`src/rtl/mmio_bridge_pkg.sv`:
```
// Shared definitions for the MMIO bridge: I/O register map and read-return select encoding.
package mmio_bridge_pkg;

    // I/O register map (18-bit decoded address space)
    localparam logic [17:0] IO_DATA  = 18'h30000;
    localparam logic [17:0] IO_CLK   = 18'h30004;
    localparam logic [17:0] IO_SNAP1 = 18'h30005;
    localparam logic [17:0] IO_SNAP2 = 18'h30006;
    localparam logic [17:0] IO_SNAP3 = 18'h30007;

    // Source of the byte returned on cpu_din one cycle after the address
    typedef enum logic [2:0] {
        SelRam,
        SelRx,
        SelCnt0,
        SelSnap1,
        SelSnap2,
        SelSnap3,
        SelZero
    } rd_sel_e;

    // The upper quarter of the 256 KB decoded window is I/O; everything else is RAM.
    function automatic logic is_io_addr(input logic [17:0] addr);
        return addr[17:16] == 2'b11;
    endfunction

endpackage

```
`src/rtl/mmio_bridge_sync_fifo.sv`:
```
// Single-clock FIFO with extra-MSB pointers; a push into a full FIFO is honoured only
// when a pop happens in the same cycle.
module sync_fifo #(
    parameter int unsigned WIDTH     = 8,
    parameter int unsigned DEPTH_LOG = 4
) (
    input  logic                 clk_in,
    input  logic                 rst_in,
    input  logic                 push_i,
    input  logic [WIDTH-1:0]     wdata_i,
    input  logic                 pop_i,
    output logic [WIDTH-1:0]     rdata_o,
    output logic                 full_o,
    output logic                 empty_o,
    output logic [DEPTH_LOG:0]   count_o
);

    localparam int unsigned Depth = 1 << DEPTH_LOG;

    logic [WIDTH-1:0]   mem_q [Depth];
    logic [DEPTH_LOG:0] wr_ptr_q;
    logic [DEPTH_LOG:0] rd_ptr_q;
    logic               do_push;
    logic               do_pop;

    // Status flags and accepted handshakes
    always_comb begin
        empty_o = (wr_ptr_q == rd_ptr_q);
        full_o  = (wr_ptr_q[DEPTH_LOG] != rd_ptr_q[DEPTH_LOG]) &&
                  (wr_ptr_q[DEPTH_LOG-1:0] == rd_ptr_q[DEPTH_LOG-1:0]);
        count_o = wr_ptr_q - rd_ptr_q;
        do_pop  = pop_i & ~empty_o;
        // A full FIFO frees a slot in the same cycle it is popped
        do_push = push_i & (~full_o | do_pop);
        rdata_o = mem_q[rd_ptr_q[DEPTH_LOG-1:0]];
    end

    // Pointer registers; natural wrap of the extra MSB distinguishes full from empty
    always_ff @(posedge clk_in) begin
        if (rst_in) begin
            wr_ptr_q <= '0;
            rd_ptr_q <= '0;
        end else begin
            if (do_push) begin
                wr_ptr_q <= wr_ptr_q + 1'b1;
            end
            if (do_pop) begin
                rd_ptr_q <= rd_ptr_q + 1'b1;
            end
        end
    end

    // Storage array; contents need no reset because the pointers gate visibility
    always_ff @(posedge clk_in) begin
        if (do_push) begin
            mem_q[wr_ptr_q[DEPTH_LOG-1:0]] <= wdata_i;
        end
    end

endmodule

```
`src/rtl/mmio_bridge.sv`:
```
// CPU-side memory bus bridge: decodes RAM vs I/O, buffers UART bytes, keeps the cycle
// counter and returns every read with a fixed one-cycle latency.
module mmio_bridge
    import mmio_bridge_pkg::*;
#(
    parameter int unsigned TX_DEPTH_LOG = 4,
    parameter int unsigned RX_DEPTH_LOG = 3
) (
    input  logic        clk_in,
    input  logic        rst_in,
    input  logic [31:0] cpu_a,
    input  logic [7:0]  cpu_dout,
    input  logic        cpu_wr,
    output logic [7:0]  cpu_din,
    output logic        io_buffer_full,
    output logic [16:0] ram_a,
    output logic        ram_we,
    output logic [7:0]  ram_din,
    input  logic [7:0]  ram_dout,
    output logic [7:0]  tx_data,
    output logic        tx_valid,
    input  logic        tx_ready,
    input  logic [7:0]  rx_data,
    input  logic        rx_valid,
    output logic        program_end,
    output logic        tx_overflow
);

    localparam int unsigned TxDepth = 1 << TX_DEPTH_LOG;
    // Two slots of margin for writes the CPU already has in flight
    localparam logic [TX_DEPTH_LOG:0] TxFullMark = (TX_DEPTH_LOG + 1)'(TxDepth - 2);

    logic [17:0]           addr;
    logic                  io_sel;

    logic                  tx_push;
    logic [7:0]            tx_wdata;
    logic                  tx_pop;
    logic                  tx_full;
    logic                  tx_empty;
    logic [TX_DEPTH_LOG:0] tx_count;

    logic                  rx_pop;
    logic [7:0]            rx_head;
    logic                  rx_full;
    logic                  rx_empty;
    logic [RX_DEPTH_LOG:0] rx_count;

    logic                  end_set;
    logic                  snap_load;
    rd_sel_e               sel_d;
    rd_sel_e               sel_q;
    logic [7:0]            io_rdata_d;
    logic [7:0]            io_rdata_q;
    logic [31:0]           cycle_cnt_q;
    logic [31:0]           snap_q;
    logic                  end_pending_q;
    logic                  program_end_q;
    logic                  tx_overflow_q;

    // RAM pass-through; the RAM sees every non-I/O access directly
    always_comb begin
        addr    = cpu_a[17:0];
        io_sel  = is_io_addr(addr);
        ram_a   = cpu_a[16:0];
        ram_din = cpu_dout;
        ram_we  = cpu_wr & ~io_sel;
    end

    // I/O access decode: tx pushes, rx pops, snapshot load and read-return selection
    always_comb begin
        tx_push    = 1'b0;
        tx_wdata   = cpu_dout;
        end_set    = 1'b0;
        rx_pop     = 1'b0;
        snap_load  = 1'b0;
        sel_d      = SelZero;
        io_rdata_d = 8'h00;
        if (cpu_wr) begin
            if (addr == IO_DATA) begin
                // Zero bytes are reserved as the end-of-program marker
                tx_push = (cpu_dout != 8'h00);
            end else if (addr == IO_CLK) begin
                tx_push  = 1'b1;
                tx_wdata = 8'h00;
                end_set  = 1'b1;
            end
        end else if (!io_sel) begin
            sel_d = SelRam;
        end else begin
            case (addr)
                IO_DATA: begin
                    sel_d      = SelRx;
                    rx_pop     = ~rx_empty;
                    io_rdata_d = rx_empty ? 8'h00 : rx_head;
                end
                IO_CLK: begin
                    sel_d      = SelCnt0;
                    snap_load  = 1'b1;
                    io_rdata_d = cycle_cnt_q[7:0];
                end
                IO_SNAP1: begin
                    sel_d      = SelSnap1;
                    io_rdata_d = snap_q[15:8];
                end
                IO_SNAP2: begin
                    sel_d      = SelSnap2;
                    io_rdata_d = snap_q[23:16];
                end
                IO_SNAP3: begin
                    sel_d      = SelSnap3;
                    io_rdata_d = snap_q[31:24];
                end
                default: begin
                    sel_d      = SelZero;
                    io_rdata_d = 8'h00;
                end
            endcase
        end
    end

    // Transmit handshake and status outputs
    always_comb begin
        tx_valid       = ~tx_empty;
        tx_pop         = tx_valid & tx_ready;
        io_buffer_full = (tx_count >= TxFullMark);
        cpu_din        = (sel_q == SelRam) ? ram_dout : io_rdata_q;
        program_end    = program_end_q;
        tx_overflow    = tx_overflow_q;
    end

    // Bridge state: counter, snapshot, read-return pipeline and sticky flags
    always_ff @(posedge clk_in) begin
        if (rst_in) begin
            cycle_cnt_q   <= 32'h0;
            snap_q        <= 32'h0;
            sel_q         <= SelZero;
            io_rdata_q    <= 8'h00;
            end_pending_q <= 1'b0;
            program_end_q <= 1'b0;
            tx_overflow_q <= 1'b0;
        end else begin
            cycle_cnt_q <= cycle_cnt_q + 32'd1;
            if (snap_load) begin
                snap_q <= cycle_cnt_q;
            end
            sel_q      <= sel_d;
            io_rdata_q <= io_rdata_d;
            if (end_set) begin
                end_pending_q <= 1'b1;
            end
            // With no UART-side buffer, an empty FIFO means nothing is left in flight
            if (end_pending_q && tx_empty) begin
                program_end_q <= 1'b1;
            end
            if (tx_push && tx_full && !tx_pop) begin
                tx_overflow_q <= 1'b1;
            end
        end
    end

    sync_fifo #(
        .WIDTH     (8),
        .DEPTH_LOG (TX_DEPTH_LOG)
    ) u_tx_fifo (
        .clk_in  (clk_in),
        .rst_in  (rst_in),
        .push_i  (tx_push),
        .wdata_i (tx_wdata),
        .pop_i   (tx_pop),
        .rdata_o (tx_data),
        .full_o  (tx_full),
        .empty_o (tx_empty),
        .count_o (tx_count)
    );

    sync_fifo #(
        .WIDTH     (8),
        .DEPTH_LOG (RX_DEPTH_LOG)
    ) u_rx_fifo (
        .clk_in  (clk_in),
        .rst_in  (rst_in),
        .push_i  (rx_valid),
        .wdata_i (rx_data),
        .pop_i   (rx_pop),
        .rdata_o (rx_head),
        .full_o  (rx_full),
        .empty_o (rx_empty),
        .count_o (rx_count)
    );

    // rx occupancy is not exported; keep the unused status visibly consumed
    logic unused_rx;
    assign unused_rx = ^{rx_full, rx_count, cpu_a[31:18]};

endmodule

```
`config.mk`:
```
export PLATFORM = sky130hd
export DESIGN_NAME = mmio_bridge
export DESIGN_NICKNAME = d
export VERILOG_FILES = /design/src/rtl/mmio_bridge_pkg.sv /design/src/rtl/mmio_bridge_sync_fifo.sv /design/src/rtl/mmio_bridge.sv
export SDC_FILE = /design/constraint.sdc
export NUM_CORES = 1
export LEC_CHECK = 0
export BUFFER_PORTS_ARGS = -buffer_cell sky130_fd_sc_hd__buf_2
export CORE_ASPECT_RATIO = 1.25
export CORE_UTILIZATION = 45
export CTS_BUF_LIST = sky130_fd_sc_hd__clkbuf_4 sky130_fd_sc_hd__clkbuf_8
export DETAILED_ROUTE_END_ITERATION = 10
export PLACE_DENSITY = 0.74
export SYNTH_ARGS = -nofsm -noshare
export SYNTH_HDL_FRONTEND = slang
export SYNTH_HIERARCHICAL = 1
export SYNTH_SLANG_ARGS = --single-unit
```
`constraint.sdc`:
```
create_clock -name clk_in -period 5.1 [get_ports clk_in]
set_input_delay 0.51 -clock clk_in [delete_from_list [all_inputs] [get_ports clk_in]]
set_output_delay 0.51 -clock clk_in [all_outputs]
set_load 0.03 [all_outputs]
```
==> results.md <==
Global route:
- The number of global-route vias before repair is between 7000 and 8000.
- The initial antenna violation count is 0.
- In the global route stage, overall resource usage came out at 0.184.
- The largest net degree at the start of global routing is 52.
- Summed over all layers, the global routing overflow is 0.
- The first global-routing pass estimated 39700 um of wire.

Timing:
- The actual slew at the worst max-slew pin is 942 ps.
- On the final layout, the worst clock skew is 44.0 ps.
- Setup slack on the critical path of the routed design comes to 1410 ps.
- Counting I/O delays and the setup requirement, the final critical path takes 3690 ps.
- The portion of the clock cycle consumed by the worst path in the final layout is 0.724.
- The maximum clock frequency is between 200 and 300 MHz.
- Setup repair after global routing left no endpoint under its margin.
- The count of final max-slew check failures is 0.
- The worst slew margin relative to its limit is 0.371.
- The sum of negative setup slack is 0 ps.
- The final number of setup-violating endpoints is 0.
- The number of hold violations in the final report is 0.

Power:
- VDD sags by at most ~0.23 mV.
- Summed over all cells, the static leakage comes to roughly 4.6 nW.
- The power density normalized to cell area is between 300 and 400 nW/um^2.

Cells and area:
- The signed area change from the synthesized netlist to the final layout is 12.2%.
- The net count of the finished layout is 1051.
- In the final layout, the share of cells above drive strength 1 is 0.258.
- The diode insertion count for antenna repair is 0.
- The final core utilization is 0.516.

Synthesis:
- For this run, the number of Yosys warnings is 6.
- The post-synthesis instance area is about 12000 sq um.
- After synthesis, the mean cell area works out to 13.8 sq um.
- The number of instances in the synthesized netlist is 897.
- The total nets after synthesis is 974.

Routing:
- The via count normalized by instance count is 5.65.
- The DRC violation count after routing is 0.
- After detailed routing, the average wire length per cell comes to 19.0 um.
- Summing over every cut layer, the via total after detailed routing is 7648.
- The post-detailed-route count of antenna-violating nets is 0.
- The total iterations of the first detailed-routing run is 4.
- The number of design-rule violations left by the first detailed-router iteration is 339.
- The final routed wirelength across all metal layers is roughly 26000 um.

Outcome:
- The flow ran to the end, and the final reports show no timing, DRC or antenna violations.

Floorplanning:
- The die is ~190 um tall.
- The core region is 27000 sq um.
- The I/O pin count is 107.
- The width of the die is 151 um.
- The die covers about 28000 sq um.
- The floorplan has 67 rows.
- The initial utilization of the core area, before any placement, comes to 0.460.

Worst setup path:
- The data arrival time of the critical path is roughly 4000 ps.
- STA classifies the critical path startpoint as a flop.
- At the worst endpoint, the required time is 5360 ps.
- The largest fanout of any net on the critical path is 7.
- The startpoint-to-endpoint class of the critical path is flop to flop.
- The kind of capture point of the worst setup path is a flop.

Place:
- Input and output buffers added on the ports amount to 92.
- After legalization and detailed placement, the total HPWL measured 17000 um.
- The routability congestion estimate from global placement is 0.782.
- OpenSTA, run right after detailed placement, puts the worst setup slack at 1420 ps.

Run:
- Max-cap violations in this run came to 0.

Clocking:
- The later-pin clock latency in the skew report is 560 ps.
- The root cell of the clock tree is sky130_fd_sc_hd__clkbuf_8.
- Counting the buffers created by CTS gives 44.
- The CTS sink count is 287.
- The count of H-tree levels built during CTS is 2.
- After clock tree synthesis, the clock-pin slew on the worst setup and hold paths is 60 ps.
- TritonCTS built the clock tree.
- Post-CTS repair changed the size of 0 cells.
- Buffers added to address setup during post-CTS repair amount to 0.
- The maximum root-to-sink buffer count is 3.
- The quantity of hold-fixing buffers added after cts is 0.

Worst hold path:
- In this run the worst hold path is classified as input port to flop.
critical path: stages, from the launching register on:
cell                      delay [ps]
sky130_fd_sc_hd__dfxtp_1         420
sky130_fd_sc_hd__inv_1           130
sky130_fd_sc_hd__ha_1            310
sky130_fd_sc_hd__nand3_1         210
sky130_fd_sc_hd__nor2_1          100
sky130_fd_sc_hd__nor4_1          360
sky130_fd_sc_hd__buf_4           240
sky130_fd_sc_hd__and4b_1         400
sky130_fd_sc_hd__or3_1           210
sky130_fd_sc_hd__nand3_1         130
sky130_fd_sc_hd__nor3_1          600
sky130_fd_sc_hd__buf_4           290
final timing paths:
kind	start	end	slack [ps]	cells past startpoint
worst max-delay path	u_rx_fifo/wr_ptr_q[0]$_SDFFE_PP0P_	u_rx_fifo/mem_q[4][0]$_DFFE_PP_	1410	11
worst min-delay path	rx_data[2]	u_rx_fifo/mem_q[2][2]$_DFFE_PP_	230	1
worst max register to register	u_rx_fifo/wr_ptr_q[0]$_SDFFE_PP0P_	u_rx_fifo/mem_q[4][0]$_DFFE_PP_	1410	11
worst min register to register	snap_q[9]$_SDFFE_PP0P_	snap_q[9]$_SDFFE_PP0P_	470	2
cell usage in the layout (no fill, tap or decap), types with 12 or more instances in the layout:
cell                       instances
sky130_fd_sc_hd__edfxtp_1        192
sky130_fd_sc_hd__dfxtp_1          94
sky130_fd_sc_hd__buf_2            92
sky130_fd_sc_hd__nor2_1           62
sky130_fd_sc_hd__a21oi_1          50
sky130_fd_sc_hd__clkbuf_8         49
sky130_fd_sc_hd__o21ai_0          34
sky130_fd_sc_hd__mux4_2           32
sky130_fd_sc_hd__nand4_1          30
sky130_fd_sc_hd__nand2_1          29
sky130_fd_sc_hd__mux2_2           26
sky130_fd_sc_hd__a22oi_1          24
sky130_fd_sc_hd__or4_1            21
sky130_fd_sc_hd__nand3_1          20
sky130_fd_sc_hd__clkbuf_4         20
sky130_fd_sc_hd__inv_1            17
sky130_fd_sc_hd__buf_4            17
sky130_fd_sc_hd__mux4_1           16
sky130_fd_sc_hd__o31ai_1          15
sky130_fd_sc_hd__ha_1             15
sky130_fd_sc_hd__xnor2_1          14
sky130_fd_sc_hd__and2_1           12
sky130_fd_sc_hd__nor3_1           12
sky130_fd_sc_hd__xor2_1           12
where the power goes:
part           internal (mW)  switching [mW]  total (mW)  leakage [nW]
clock network           1.04           0.869        1.91         0.482
logic                 0.0476           0.116       0.163          1.61
registers               2.50         0.00789        2.50          2.50
total                   3.58           0.992        4.58          4.59
stage by stage:
step	total power [mW]	hold slack [ps]	cells	instance area (sq um)
after floorplan	2.66	437	897	12400
after global placement	2.71	448	1273	13000
after detailed placement	2.72	459	1273	13000
after CTS	4.62	194	1354	13900
after global routing	4.72	210	1354	13900
final	4.58	230	1354	13900
sequential cells by signal, indices dropped and copies added (netlist names), named ones only:
name / flops
cycle_cnt_q: 32
end_pending_q: 1
io_rdata_q: 8
program_end: 1
sel_q: 3
snap_q: 24
tx_overflow: 1
u_rx_fifo/mem_q: 64
u_rx_fifo/rd_ptr_q: 4
u_rx_fifo/wr_ptr_q: 4
u_tx_fifo/mem_q: 128
u_tx_fifo/rd_ptr_q: 5
u_tx_fifo/wr_ptr_q: 5
per-layer routing:
| layer | track usage | part of all wire | up-vias |
|---|---|---|---|
| li1 | - | - | 3627 |
| met4 | 0.0703 | 0.027 | 0 |
| met2 | 0.328 | 0.54 | 159 |
| met1 | 0.219 | 0.40 | 3809 |
| met5 | 0 | 0 | - |
| met3 | 0.0309 | 0.035 | 53 |
area by class of cell:
type / count / area (sq um)
inverter: 17 / 63.8
clock inverter: 12 / 78.8
timing repair buffer: 109 / 588
tap: 345 / 432
fill: 2300 / 13100
clock buffer: 69 / 825
multi-input combinational: 515 / 4260
sequential: 287 / 7670
(Power assumes the default switching activity.)
